<file path="src/rtl/div_pkg.sv">
// Shared types and helpers for the restoring divider.
package div_pkg;

  typedef enum logic [1:0] {
    IDLE = 2'd0,
    CALC = 2'd1,
    DONE = 2'd2
  } div_state_t;

  // Width of the step counter that walks 0..n-1.
  function automatic int unsigned cnt_w(input int unsigned n);
    return $clog2(n);
  endfunction

endpackage

</file>
<file path="src/rtl/restoring_divider_n_bit_if.sv">
// Start/done handshake and operand/result bundle for the restoring divider.
interface restoring_divider_n_bit_if #(
  parameter int unsigned N = 8
);

  logic         start;
  logic [N-1:0] dividend;
  logic [N-1:0] divisor;
  logic         busy;
  logic         done;
  logic [N-1:0] quotient;
  logic [N-1:0] remainder;
  logic         div_by_zero;

  modport master (
    output start, dividend, divisor,
    input  busy, done, quotient, remainder, div_by_zero
  );

  modport slave (
    input  start, dividend, divisor,
    output busy, done, quotient, remainder, div_by_zero
  );

endinterface

</file>
<file path="src/rtl/sub_n_bit.sv">
// W-bit ripple-borrow subtractor: diff = a - b, borrow_out set when a < b.
module sub_n_bit #(
  parameter int unsigned W = 9
) (
  input  logic [W-1:0] a,
  input  logic [W-1:0] b,
  output logic [W-1:0] diff,
  output logic         borrow_out
);

  logic [W:0] bw;

  assign bw[0] = 1'b0;

  // One full-subtractor slice per bit, borrow rippling toward the MSB.
  for (genvar i = 0; i < W; i++) begin : g_fs
    assign diff[i]  = a[i] ^ b[i] ^ bw[i];
    assign bw[i+1]  = (~a[i] & b[i]) | (~(a[i] ^ b[i]) & bw[i]);
  end

  assign borrow_out = bw[W];

endmodule

</file>
<file path="src/rtl/restoring_divider_n_bit.sv">
// Unsigned N-bit sequential restoring divider, one trial subtraction per clock.
module restoring_divider_n_bit
  import div_pkg::*;
#(
  parameter int unsigned N = 8
) (
  input  logic                      clk,
  input  logic                      rst_n,
  restoring_divider_n_bit_if.slave  bus
);

  localparam int unsigned CW = cnt_w(N);
  localparam int unsigned PW = N + 1;

  div_state_t    state, state_n;
  logic [CW-1:0] cnt, cnt_n;
  logic [N-1:0]  d, d_n;
  logic [N-1:0]  dv, dv_n;
  logic [PW-1:0] r, r_n;
  logic          busy_q, busy_n;
  logic          done_q, done_n;
  logic [N-1:0]  quo_q, quo_n;
  logic [N-1:0]  rem_q, rem_n;
  logic          dbz_q, dbz_n;

  logic [PW-1:0] p;
  logic [PW-1:0] diff;
  logic          borrow;

  // Shift the next dividend bit into the partial remainder; r[N] is always 0 here.
  assign p = PW'({r, d[N-1]});

  sub_n_bit #(.W(PW)) u_sub (
    .a          (p),
    .b          ({1'b0, dv}),
    .diff       (diff),
    .borrow_out (borrow)
  );

  always_ff @(posedge clk or negedge rst_n) begin
    if (!rst_n) begin
      state  <= IDLE;
      cnt    <= '0;
      d      <= '0;
      dv     <= '0;
      r      <= '0;
      busy_q <= 1'b0;
      done_q <= 1'b0;
      quo_q  <= '0;
      rem_q  <= '0;
      dbz_q  <= 1'b0;
    end else begin
      state  <= state_n;
      cnt    <= cnt_n;
      d      <= d_n;
      dv     <= dv_n;
      r      <= r_n;
      busy_q <= busy_n;
      done_q <= done_n;
      quo_q  <= quo_n;
      rem_q  <= rem_n;
      dbz_q  <= dbz_n;
    end
  end

  // Next-state and next-register logic; d doubles as the quotient shift register.
  always_comb begin
    state_n = state;
    cnt_n   = cnt;
    d_n     = d;
    dv_n    = dv;
    r_n     = r;
    quo_n   = quo_q;
    rem_n   = rem_q;
    dbz_n   = dbz_q;

    unique case (state)
      IDLE, DONE: begin
        state_n = IDLE;
        if (bus.start) begin
          if (bus.divisor != '0) begin
            state_n = CALC;
            d_n     = bus.dividend;
            dv_n    = bus.divisor;
            r_n     = '0;
            cnt_n   = '0;
            dbz_n   = 1'b0;
          end else begin
            state_n = DONE;
            quo_n   = '1;
            rem_n   = bus.dividend;
            dbz_n   = 1'b1;
          end
        end
      end
      CALC: begin
        r_n   = borrow ? p : diff;
        d_n   = {d[N-2:0], ~borrow};
        cnt_n = cnt + CW'(1);
        if (cnt == CW'(N - 1)) begin
          state_n = DONE;
          quo_n   = d_n;
          rem_n   = r_n[N-1:0];
        end
      end
      default: state_n = IDLE;
    endcase

    busy_n = (state_n == CALC);
    done_n = (state_n == DONE);
  end

  assign bus.busy        = busy_q;
  assign bus.done        = done_q;
  assign bus.quotient    = quo_q;
  assign bus.remainder   = rem_q;
  assign bus.div_by_zero = dbz_q;

endmodule

</file>
<file path="src/flat_wrapper.sv">
// flat-port wrapper written by rule: the top's interface ports become plain ports
module restoring_divider_n_bit_flat import div_pkg::*;
#(
  parameter int unsigned N = 8
)
  (clk, rst_n, bus_start, bus_dividend, bus_divisor, bus_busy, bus_done, bus_quotient, bus_remainder, bus_div_by_zero);
  restoring_divider_n_bit_if #(.N(N)) bus_i ();
  input  logic clk;
  input  logic rst_n;
  input wire logic [$bits(bus_i.start)-1:0] bus_start;
  input wire logic [$bits(bus_i.dividend)-1:0] bus_dividend;
  input wire logic [$bits(bus_i.divisor)-1:0] bus_divisor;
  output wire logic [$bits(bus_i.busy)-1:0] bus_busy;
  output wire logic [$bits(bus_i.done)-1:0] bus_done;
  output wire logic [$bits(bus_i.quotient)-1:0] bus_quotient;
  output wire logic [$bits(bus_i.remainder)-1:0] bus_remainder;
  output wire logic [$bits(bus_i.div_by_zero)-1:0] bus_div_by_zero;
  assign bus_i.start = bus_start;
  assign bus_i.dividend = bus_dividend;
  assign bus_i.divisor = bus_divisor;
  assign bus_busy = bus_i.busy;
  assign bus_done = bus_i.done;
  assign bus_quotient = bus_i.quotient;
  assign bus_remainder = bus_i.remainder;
  assign bus_div_by_zero = bus_i.div_by_zero;
  restoring_divider_n_bit #(.N(N)) u_core (.clk(clk), .rst_n(rst_n), .bus(bus_i));
endmodule
</file>
<file path="config.mk">
export PLATFORM = sky130hd
export DESIGN_NAME = restoring_divider_n_bit_flat
export DESIGN_NICKNAME = d
export VERILOG_FILES = /design/src/rtl/div_pkg.sv /design/src/rtl/restoring_divider_n_bit_if.sv /design/src/rtl/sub_n_bit.sv /design/src/rtl/restoring_divider_n_bit.sv /design/src/flat_wrapper.sv
export SDC_FILE = /design/constraint.sdc
export NUM_CORES = 1
export LEC_CHECK = 0
export CORE_MARGIN = 2
export CORE_UTILIZATION = 40
export CTS_CLUSTER_DIAMETER = 60
export DETAILED_ROUTE_END_ITERATION = 10
export PLACE_DENSITY = 0.7
export SLEW_MARGIN = 20
export SYNTH_ARGS = -nofsm -noshare
export SYNTH_HDL_FRONTEND = slang
export SYNTH_SLANG_ARGS = --single-unit
</file>
<file path="constraint.sdc">
create_clock -name clk -period 10.6 [get_ports clk]
set_input_delay 2.12 -clock clk [delete_from_list [all_inputs] [get_ports clk]]
set_output_delay 2.12 -clock clk [all_outputs]
set_load 0.03 [all_outputs]
</file>
==> Word level (Yosys, flattened, before mapping) <==
Index checks and enable logic that the tools add are counted.
{ "classes": {"add_sub_neg": 1, "n_bitwise": 55, "n_reduce_logical": 8, "muxes": 23, "n_eq_ne": 9} }
{ "op_table": {"columns": ["op", "count"], "rows": [
  ["$mux W8", 11],
  ["$pmux W8 S2", 4],
  ["$not A1 Y1", 17],
  ["$and A1 B1 Y1", 16],
  ["$xor A1 B1 Y1", 15],
  ["$reduce_bool A8 Y1", 1],
  ["$or A1 B1 Y1", 7],
  ["$mux W2", 3],
  ["$mux W3", 2],
  ["$pmux W3 S2", 1],
  ["$reduce_and A3 Y1", 2],
  ["$eq A2 B1 Y1 const B", 2],
  ["$eq A2 B2 Y1 const B", 2],
  ["$ne A2 B1 Y1 const B", 2],
  ["$ne A2 B2 Y1 const B", 2],
  ["$pmux W2 S2", 1],
  ["$reduce_and A4 Y1", 1],
  ["$add A3 B1 Y3 const B", 1],
  ["$eq A3 B3 Y1 const B", 1],
  ["$logic_not A2 Y1", 1],
  ["$reduce_and A2 Y1", 1],
  ["$reduce_bool A2 Y1", 1],
  ["$reduce_or A2 Y1", 1],
  ["$mux W1", 1]
]} }
{ "totals": {"output_inout_bits": 19, "input_bits": 19, "regBits": 48, "wordCells": 106} }

==> Longest topological paths before layout <==
{ "depth": {"word_depth": 20, "mapped_depth": 13, "depth_no_buf": 13} }

==> Hierarchy <==
A second synthesis with hierarchy kept.
{ "hier_totals": {"cells_unflattened": 245, "area_unflattened_um2": 2448.6} }
{ "modules_own_cells": {"columns": ["module", "area_per_inst_um2", "n_inst", "cells_per_inst", "seq_area_each_um2"], "rows": [
  ["restoring_divider_n_bit", 2200.9, 1, 216, 1201.2],
  ["sub_n_bit", 247.7, 1, 29, 0.0]
]} }

==> Least setup slack after synthesis <==
OpenSTA, ideal clock, no wires.
{ "synth_path": {"path_kind": "register to register", "start": "register u_core.dv[0]", "end": "register u_core.rem_q[3] (netlist: u_core.bus.remainder[3])", "t_arrival_ps": 4029, "n_path_buf": 0, "path_slack_ps": 6506, "stages_incl_launch_ff": 13, "t_required_ps": 10536, "path_cell_list": "dfrtp_1 ha_1 fa_1 fa_1 fa_1 fa_1 fa_1 fa_1 fa_1 nor2b_1 mux2_2 a211oi_2 a21o_1"} }
{ "synth_between": {"elab_chain_len": 19, "elab_cells_between_ends": 20} }
{ "synth_rtl": {"columns": ["item", "line", "source"], "rows": [
  ["from (decl)", "restoring_divider_n_bit.sv:18", "logic [N-1:0] dv, dv_n;"],
  ["from (signal assigned)", "restoring_divider_n_bit.sv:56", "dv <= dv_n;"],
  ["$and A1 B1 Y1 * (2 in series)", "sub_n_bit.sv:18", "assign bw[i+1] = (~a[i] & b[i]) | (~(a[i] ^ b[i]) & bw[i]);"],
  ["$or A1 B1 Y1 *", "sub_n_bit.sv:18", null],
  ["$and A1 B1 Y1 *", "sub_n_bit.sv:18", null],
  ["$or A1 B1 Y1 *", "sub_n_bit.sv:18", null],
  ["$and A1 B1 Y1", "sub_n_bit.sv:18", null],
  ["$or A1 B1 Y1", "sub_n_bit.sv:18", null],
  ["$and A1 B1 Y1", "sub_n_bit.sv:18", null],
  ["$or A1 B1 Y1", "sub_n_bit.sv:18", null],
  ["[2 not listed]", null, null],
  ["$and A1 B1 Y1", "sub_n_bit.sv:18", null],
  ["$or A1 B1 Y1", "sub_n_bit.sv:18", null],
  ["$and A1 B1 Y1", "sub_n_bit.sv:18", null],
  ["$or A1 B1 Y1", "sub_n_bit.sv:18", null],
  ["$and A1 B1 Y1", "sub_n_bit.sv:18", null],
  ["$mux W8 *", "restoring_divider_n_bit.sv:97", "r_n = borrow ? p : diff;"],
  ["$mux W8 *", "restoring_divider_n_bit.sv:100", "if (cnt == CW'(N - 1)) begin"],
  ["$pmux W8 S2 *", "restoring_divider_n_bit.sv:77", "unique case (state)"],
  ["to (signal assigned)", "restoring_divider_n_bit.sv:61", "rem_q <= rem_n;"],
  ["to (decl)", "restoring_divider_n_bit.sv:23", "logic [N-1:0] rem_q, rem_n;"]
]} }
Mark *: on every way between the ends. The rest lies on a longest branch, timed or not. The select of a mux whose other input is x is not followed.
A chain may end at the register's enable or synchronous reset.

==> Final worst setup path <==
{ "layout_path": {"start": "register u_core.dv[0]", "end": "register u_core.rem_q[7] (netlist: u_core.bus.remainder[7])"} }
{ "layout_between": {"elab_chain_len": 19, "elab_cells_between_ends": 20} }
{ "layout_rtl": {"columns": ["item", "line"], "rows": [
  ["$and A1 B1 Y1 * (2 in series)", "sub_n_bit.sv:18"],
  ["$or A1 B1 Y1 *", "sub_n_bit.sv:18"],
  ["$and A1 B1 Y1 *", "sub_n_bit.sv:18"],
  ["$or A1 B1 Y1 *", "sub_n_bit.sv:18"],
  ["$and A1 B1 Y1 *", "sub_n_bit.sv:18"],
  ["$or A1 B1 Y1 *", "sub_n_bit.sv:18"],
  ["$and A1 B1 Y1 *", "sub_n_bit.sv:18"],
  ["$or A1 B1 Y1 *", "sub_n_bit.sv:18"],
  ["[2 not listed]", null],
  ["$and A1 B1 Y1 *", "sub_n_bit.sv:18"],
  ["$or A1 B1 Y1 *", "sub_n_bit.sv:18"],
  ["$and A1 B1 Y1", "sub_n_bit.sv:18"],
  ["$or A1 B1 Y1", "sub_n_bit.sv:18"],
  ["$and A1 B1 Y1", "sub_n_bit.sv:18"],
  ["$mux W8 *", "restoring_divider_n_bit.sv:97"],
  ["$mux W8 *", "restoring_divider_n_bit.sv:100"],
  ["$pmux W8 S2 *", "restoring_divider_n_bit.sv:77"]
]} }
Marked as above.

==> reports/results.ini <==
[timing]
post-route-period-util=0.415
tns_ps=0
rsz0062_at_grt=false
max_freq_ghz=0.227
max-slew-margin-rel=0.343
drv_slew=0
tightest_slew_ps=986
min_period_ps=4400
hold_violations=0
worst_clock_skew_ps=6.31
layout_setup_ws_ps=6200
finalSetupViolCount=0

[die]
fp.coreArea_um2=5570
pin_count=38
row_count=27
die_area_um2=6500
die_y_um=80.6
die_w_um=80.6
initial_core_util=0.421

[final_layout]
multi_input_area_um2=1030
drive_gt1_frac=0.103
n_fill_cell=508
layout_common_cells=dfrtp_1 (48), nand2_1 (38), clkdlybuf4s50_1 (36)
area_growth_syn_to_layout_pct=20.0
antenna_cells=0
regArea_um2=1200
final-instance-count-excl-fill=325
layout_commonest_cell=dfrtp_1
nNetsFinal=282

[setup_path]
worstPathMaxFanout=6
setup.worst_path.end_class=flop
arrival_ps=4640
path_class=reg -> reg
cp-start-kind=flop
required_ps=10840

[detailed_routing]
first_pass_iters=4
vias=1663
route.antenna.remaining_nets=0
wire_per_inst_um=14.7
drt-total-wl_um=4780
drc_errors=0
initialDrtViolationCount=106
vias_per_cell=5.12

[logic_synthesis]
synth-seq-cells=48
ys_seq_area_frac=0.511
ys_warn_count=0
netlist_area_um2=2350
syn_avg_cell_area_um2=10.7
synth.net_count=248
syn-instance-count=219
synth_cell_types=31

[global_route]
grt_max_degree=49
antenna_found_initial=0
grt_pass1_vias=1703
grt_overflow_total=0
grt_use_total=0.164
grt_pass1_wl_um=8180

[clocking]
cts-buffers-inserted=5
cts_tree=built
clkTransAtPathRegs_ps=90
ctsResizeCount=0
clock-sinks=48
htreeDepth=2
postCtsHoldBufs=0
cts-root-buf=clkbuf_8
ctsLongestPathBuffers=2
insertion_delay_ps=300
post-cts-setup-buffers=0

[pwr]
ir_drop_mv=0.127
powerDensity_nw_per_um2=332
leakagePower_nw=1.23

[place]
dp_slack_ps=6200
gp_congestion=0.857
dp.final_hpwl_um=3420
dp_cells=318
io_buffers=37

[min_path]
hold_path.class=reg -> reg

[outcome]
outcome=finished clean

[job]
maxCapViolations=0

[worst max-delay path, cell delays in order (launching register included)]
cell	delay (ps)
dfrtp_1	410
ha_1	220
fa_1	410
fa_1	390
fa_1	390
fa_1	390
fa_1	390
fa_1	400
fa_1	450
nor2b_1	240
mux2_2	330
a211oi_2	230
a21o_1	110
[per-layer routing]
layer	vias to the layer above	wire, µm	GRT usage
li1	808	-	-
met1	822	2320	0.228
met2	27	2230	0.261
met3	6	165	0.0360
met4	0	56	0.0458
met5	-	0	0
[cells by family after synthesis]
logic type               share of synthesized area
AND/OR/NAND/NOR                              0.167
AO/OA/AOI/OAI                                0.173
flip-flops                                   0.511
buffers and inverters                       0.0495
adder cells (fa/ha/maj)                     0.0757
multiplexers                                0.0240
[cell usage after synthesis, drive strengths merged]
master  count  area share
a21boi      1      0.0080
mux2        5       0.024
a211oi     11       0.044
buf        10       0.030
nor3        3      0.0064
inv        10       0.016
a21bo       1      0.0043
nand2      38       0.061
clkbuf      1      0.0016
a21o        8       0.026
dfrtp      48        0.51
nor4        2       0.018
nand3       5       0.011
and2b       1      0.0032
nor2       14       0.022
nand2b      2      0.0053
ha          3       0.016
fa          7       0.060
nor2b       9       0.027
a32oi       1       0.012
o311a       1      0.0043
clkinv      1      0.0016
nor3b       4       0.013
a21oi      22       0.052
o21ai      11       0.023
[through the flow]
step | cell area [µm²] | hold slack, ps | util | power, mW
2_1_floorplan | 2350 | 450 | - | 0.684
3_3_place_gp | 2740 | 467 | 0.491 | 0.825
3_5_place_dp | 2740 | 468 | 0.491 | 0.838
4_1_cts | 2820 | 494 | 0.505 | 0.945
5_1_grt | 2820 | 505 | 0.505 | 1.02
6_report | 2820 | 486 | 0.505 | 0.934
[where the power goes]
group | switching, mW | internal (mW) | leakage [nW]
clock | 0.0608 | 0.0448 | 0.0400
sequential | 0.0558 | 0.269 | 0.558
combinational | 0.291 | 0.213 | 0.636
[sequential cells by signal (all words and copies together), names as in the netlist]
register / flops
u_core.bus.quotient: 8
u_core.bus.remainder: 8
u_core.d: 8
u_core.dv: 8
u_core.r: 8
u_core.cnt: 3
u_core.state: 2
u_core.bus.busy: 1
u_core.bus.div_by_zero: 1
u_core.bus.done: 1
[cell type report]
cell class / instances / area share
inverter: 11 / 0.0147
multi-input combinational: 149 / 0.366
clock buffer: 5 / 0.0244
clock inverter: 2 / 0.00444
sequential: 48 / 0.426
timing repair buffer: 38 / 0.132
tap: 72 / 0.0320
[final timing paths]
path,start,to,slack (ps),depth (start not counted)
setup / recovery,u_core.dv[0]$_DFFE_PN0P_,u_core.bus.remainder[7]$_DFFE_PN0P_,6200,12
hold / removal,u_core.bus.remainder[4]$_DFFE_PN0P_,u_core.bus.remainder[4]$_DFFE_PN0P_,490,1
setup reg to reg,u_core.dv[0]$_DFFE_PN0P_,u_core.bus.remainder[7]$_DFFE_PN0P_,6200,12
hold reg to reg,u_core.bus.remainder[4]$_DFFE_PN0P_,u_core.bus.remainder[4]$_DFFE_PN0P_,490,1
max in group asynchronous,rst_n,u_core.state[0]$_DFF_PN0_,8290,2
min in group asynchronous,rst_n,u_core.cnt[2]$_DFFE_PN0P_,1900,2
Note: power is estimated with default switching activity, not from simulation.
==> variant: new RTL, config.mk and constraints unchanged <==
The 3 states of `div_state_t` get a one-hot encoding in 3 bits.
--- a/src/rtl/div_pkg.sv
+++ b/src/rtl/div_pkg.sv
@@ -3,6 +3,6 @@
 
-  typedef enum logic [1:0] {
-    IDLE = 2'd0,
-    CALC = 2'd1,
-    DONE = 2'd2
+  typedef enum logic [2:0] {
+    IDLE = 3'b001,
+    CALC = 3'b010,
+    DONE = 3'b100
   } div_state_t;
Check against the original RTL: same outputs for any inputs over 10 cycles, from zero or initial values and one cycle with rst_n low; not proved beyond that.
==> variant against the unedited design <==
- wire length fell by 4.5%
- synthesized area rose by 2.1%
- die area grew 2.0%
- total power fell by 24%
- non-clock buffer count grew 1
- global-route usage fell by 1.1 points
- largest cell class unchanged
- sequential cell count rose by 1
- final area grew 4.0%
- via count down 6.6%
- fmax decreased by 3.4%
- worst setup slack lost 0.15 ns
==> variant: results <==
{
  "outcome": "complete, no violations",
  "grt_max_degree": 50,
  "regToRegSetupSlack_ns": 6.05,
  "synth_common_cells": "dfrtp_1, nand2_1, inv_1, mux2_2, o22a_1",
  "skew_ns": 0.0117,
  "hold-path-endpoint": "u_core.r[2]$_DFFE_PN0P_",
  "synth_xor_area_frac": 0.00365,
  "r2r_start": "u_core.dv[0]$_DFFE_PN0P_",
  "dp_slack_ns": 6.11,
  "dpl.hpwl_mm": 3.22,
  "syn_nets": 216,
  "drive_gt1_frac": 0.155,
  "crit_fanout": 10,
  "slew_headroom": 0.386,
  "io_buffers": 37,
  "vdd_ir_drop_max_mv": 0.0953,
  "synth_compound_area_frac": 0.151,
  "switching_share": 0.363,
  "drtIter0Drc": 48,
  "grt_util_met3": 0.0385,
  "vias_per_cell": 5.16,
  "power_leakage_nw": 1.24,
  "grt_pass1_vias": 1574,
  "synth_mux_area_frac": 0.109,
  "synthTopCellsByArea": "dfrtp_1, mux2_2, fa_1",
  "gp_congestion": 0.847,
  "min_from": "u_core.r[2]$_DFFE_PN0P_",
  "nets": 254,
  "synth_adder_area_share": 0.0741,
  "ys_seq_area_frac": 0.512,
  "grt_use_met2": 0.252,
  "hold_depth": 1,
  "grt_pass1_wl_mm": 7.73,
  "grt.total_usage": 0.153,
  "grt.met1_usage": 0.203,
  "placed_cell_area_mm2": 0.00282
}
## variant: how the worst max path moves through the flow
stage,depth (start not counted),slack (ns),startpoint,to
2_1_floorplan,13,6.39,u_core.dv[0]$_DFFE_PN0P_,u_core.bus.remainder[3]$_DFFE_PN0P_
3_3_place_gp,12,6.19,u_core.dv[0]$_DFFE_PN0P_,u_core.bus.remainder[3]$_DFFE_PN0P_
3_5_place_dp,12,6.11,u_core.dv[0]$_DFFE_PN0P_,u_core.bus.remainder[7]$_DFFE_PN0P_
4_1_cts,12,6.05,u_core.dv[0]$_DFFE_PN0P_,u_core.bus.remainder[3]$_DFFE_PN0P_
5_1_grt,13,5.81,u_core.d[7]$_DFFE_PN0P_,u_core.bus.remainder[7]$_DFFE_PN0P_
6_report,12,6.05,u_core.dv[0]$_DFFE_PN0P_,u_core.bus.remainder[7]$_DFFE_PN0P_
## variant: worst max-delay path, cell delays in order, from the launching register on
cell and delay, ns:
dfrtp_1 0.39, ha_1 0.21, fa_1 0.39, fa_1 0.39, fa_1 0.41, fa_1 0.40, fa_1 0.39, fa_1 0.39
fa_1 0.45, nand2b_1 0.38, mux2_2 0.41, o21ai_0 0.14, mux2_2 0.17
## variant: layer usage
layer  share of wire  wire, um  up-vias
met5               0         0        -
met4          0.0094        43        0
met3           0.041       186        6
met2            0.49      2230       31
met1            0.46      2110      774
li1                -         -      743
## variant: cells by family after synthesis
logic type	Yosys count
buffers and inverters	22
DFF	49
muxes	24
AOI/OAI and AO/OA	41
and+or+nand+nor	40
adders and majority gates	10
xor gates and xnor gates	1
## variant: per-stage QoR
| step | hold WS (ns) | power, W | utilization | cells |
|---|---|---|---|---|
| global placement | 0.463 | 0.000582 | 0.481 | 293 |
| CTS | 0.498 | 0.000723 | 0.500 | 301 |
| global route | 0.504 | 0.000767 | 0.501 | 301 |
| floorplan | 0.450 | 0.000510 | - | 187 |
| detailed placement | 0.475 | 0.000589 | 0.481 | 293 |
| finish | 0.494 | 0.000714 | 0.501 | 301 |
## variant: final cells by class
class / instances / area (um^2)
clock buffers: 6 / 72.6
fillers: 539 / 2920
well taps: 75 / 93.8
inverters: 14 / 52.6
multi-input cells: 116 / 1060
clock inverters: 2 / 38.8
flip-flops and latches: 49 / 1230
repair buffers: 39 / 383
## variant: power groups by stage
stage                     registers (W)  logic [W]  clock network [W]
after floorplan                0.000301   0.000209                  0
after CTS                      0.000292   0.000295           0.000136
after global routing           0.000299   0.000324           0.000143
after global placement         0.000293   0.000289                  0
final                          0.000291   0.000290           0.000132
after detailed placement       0.000295   0.000294                  0
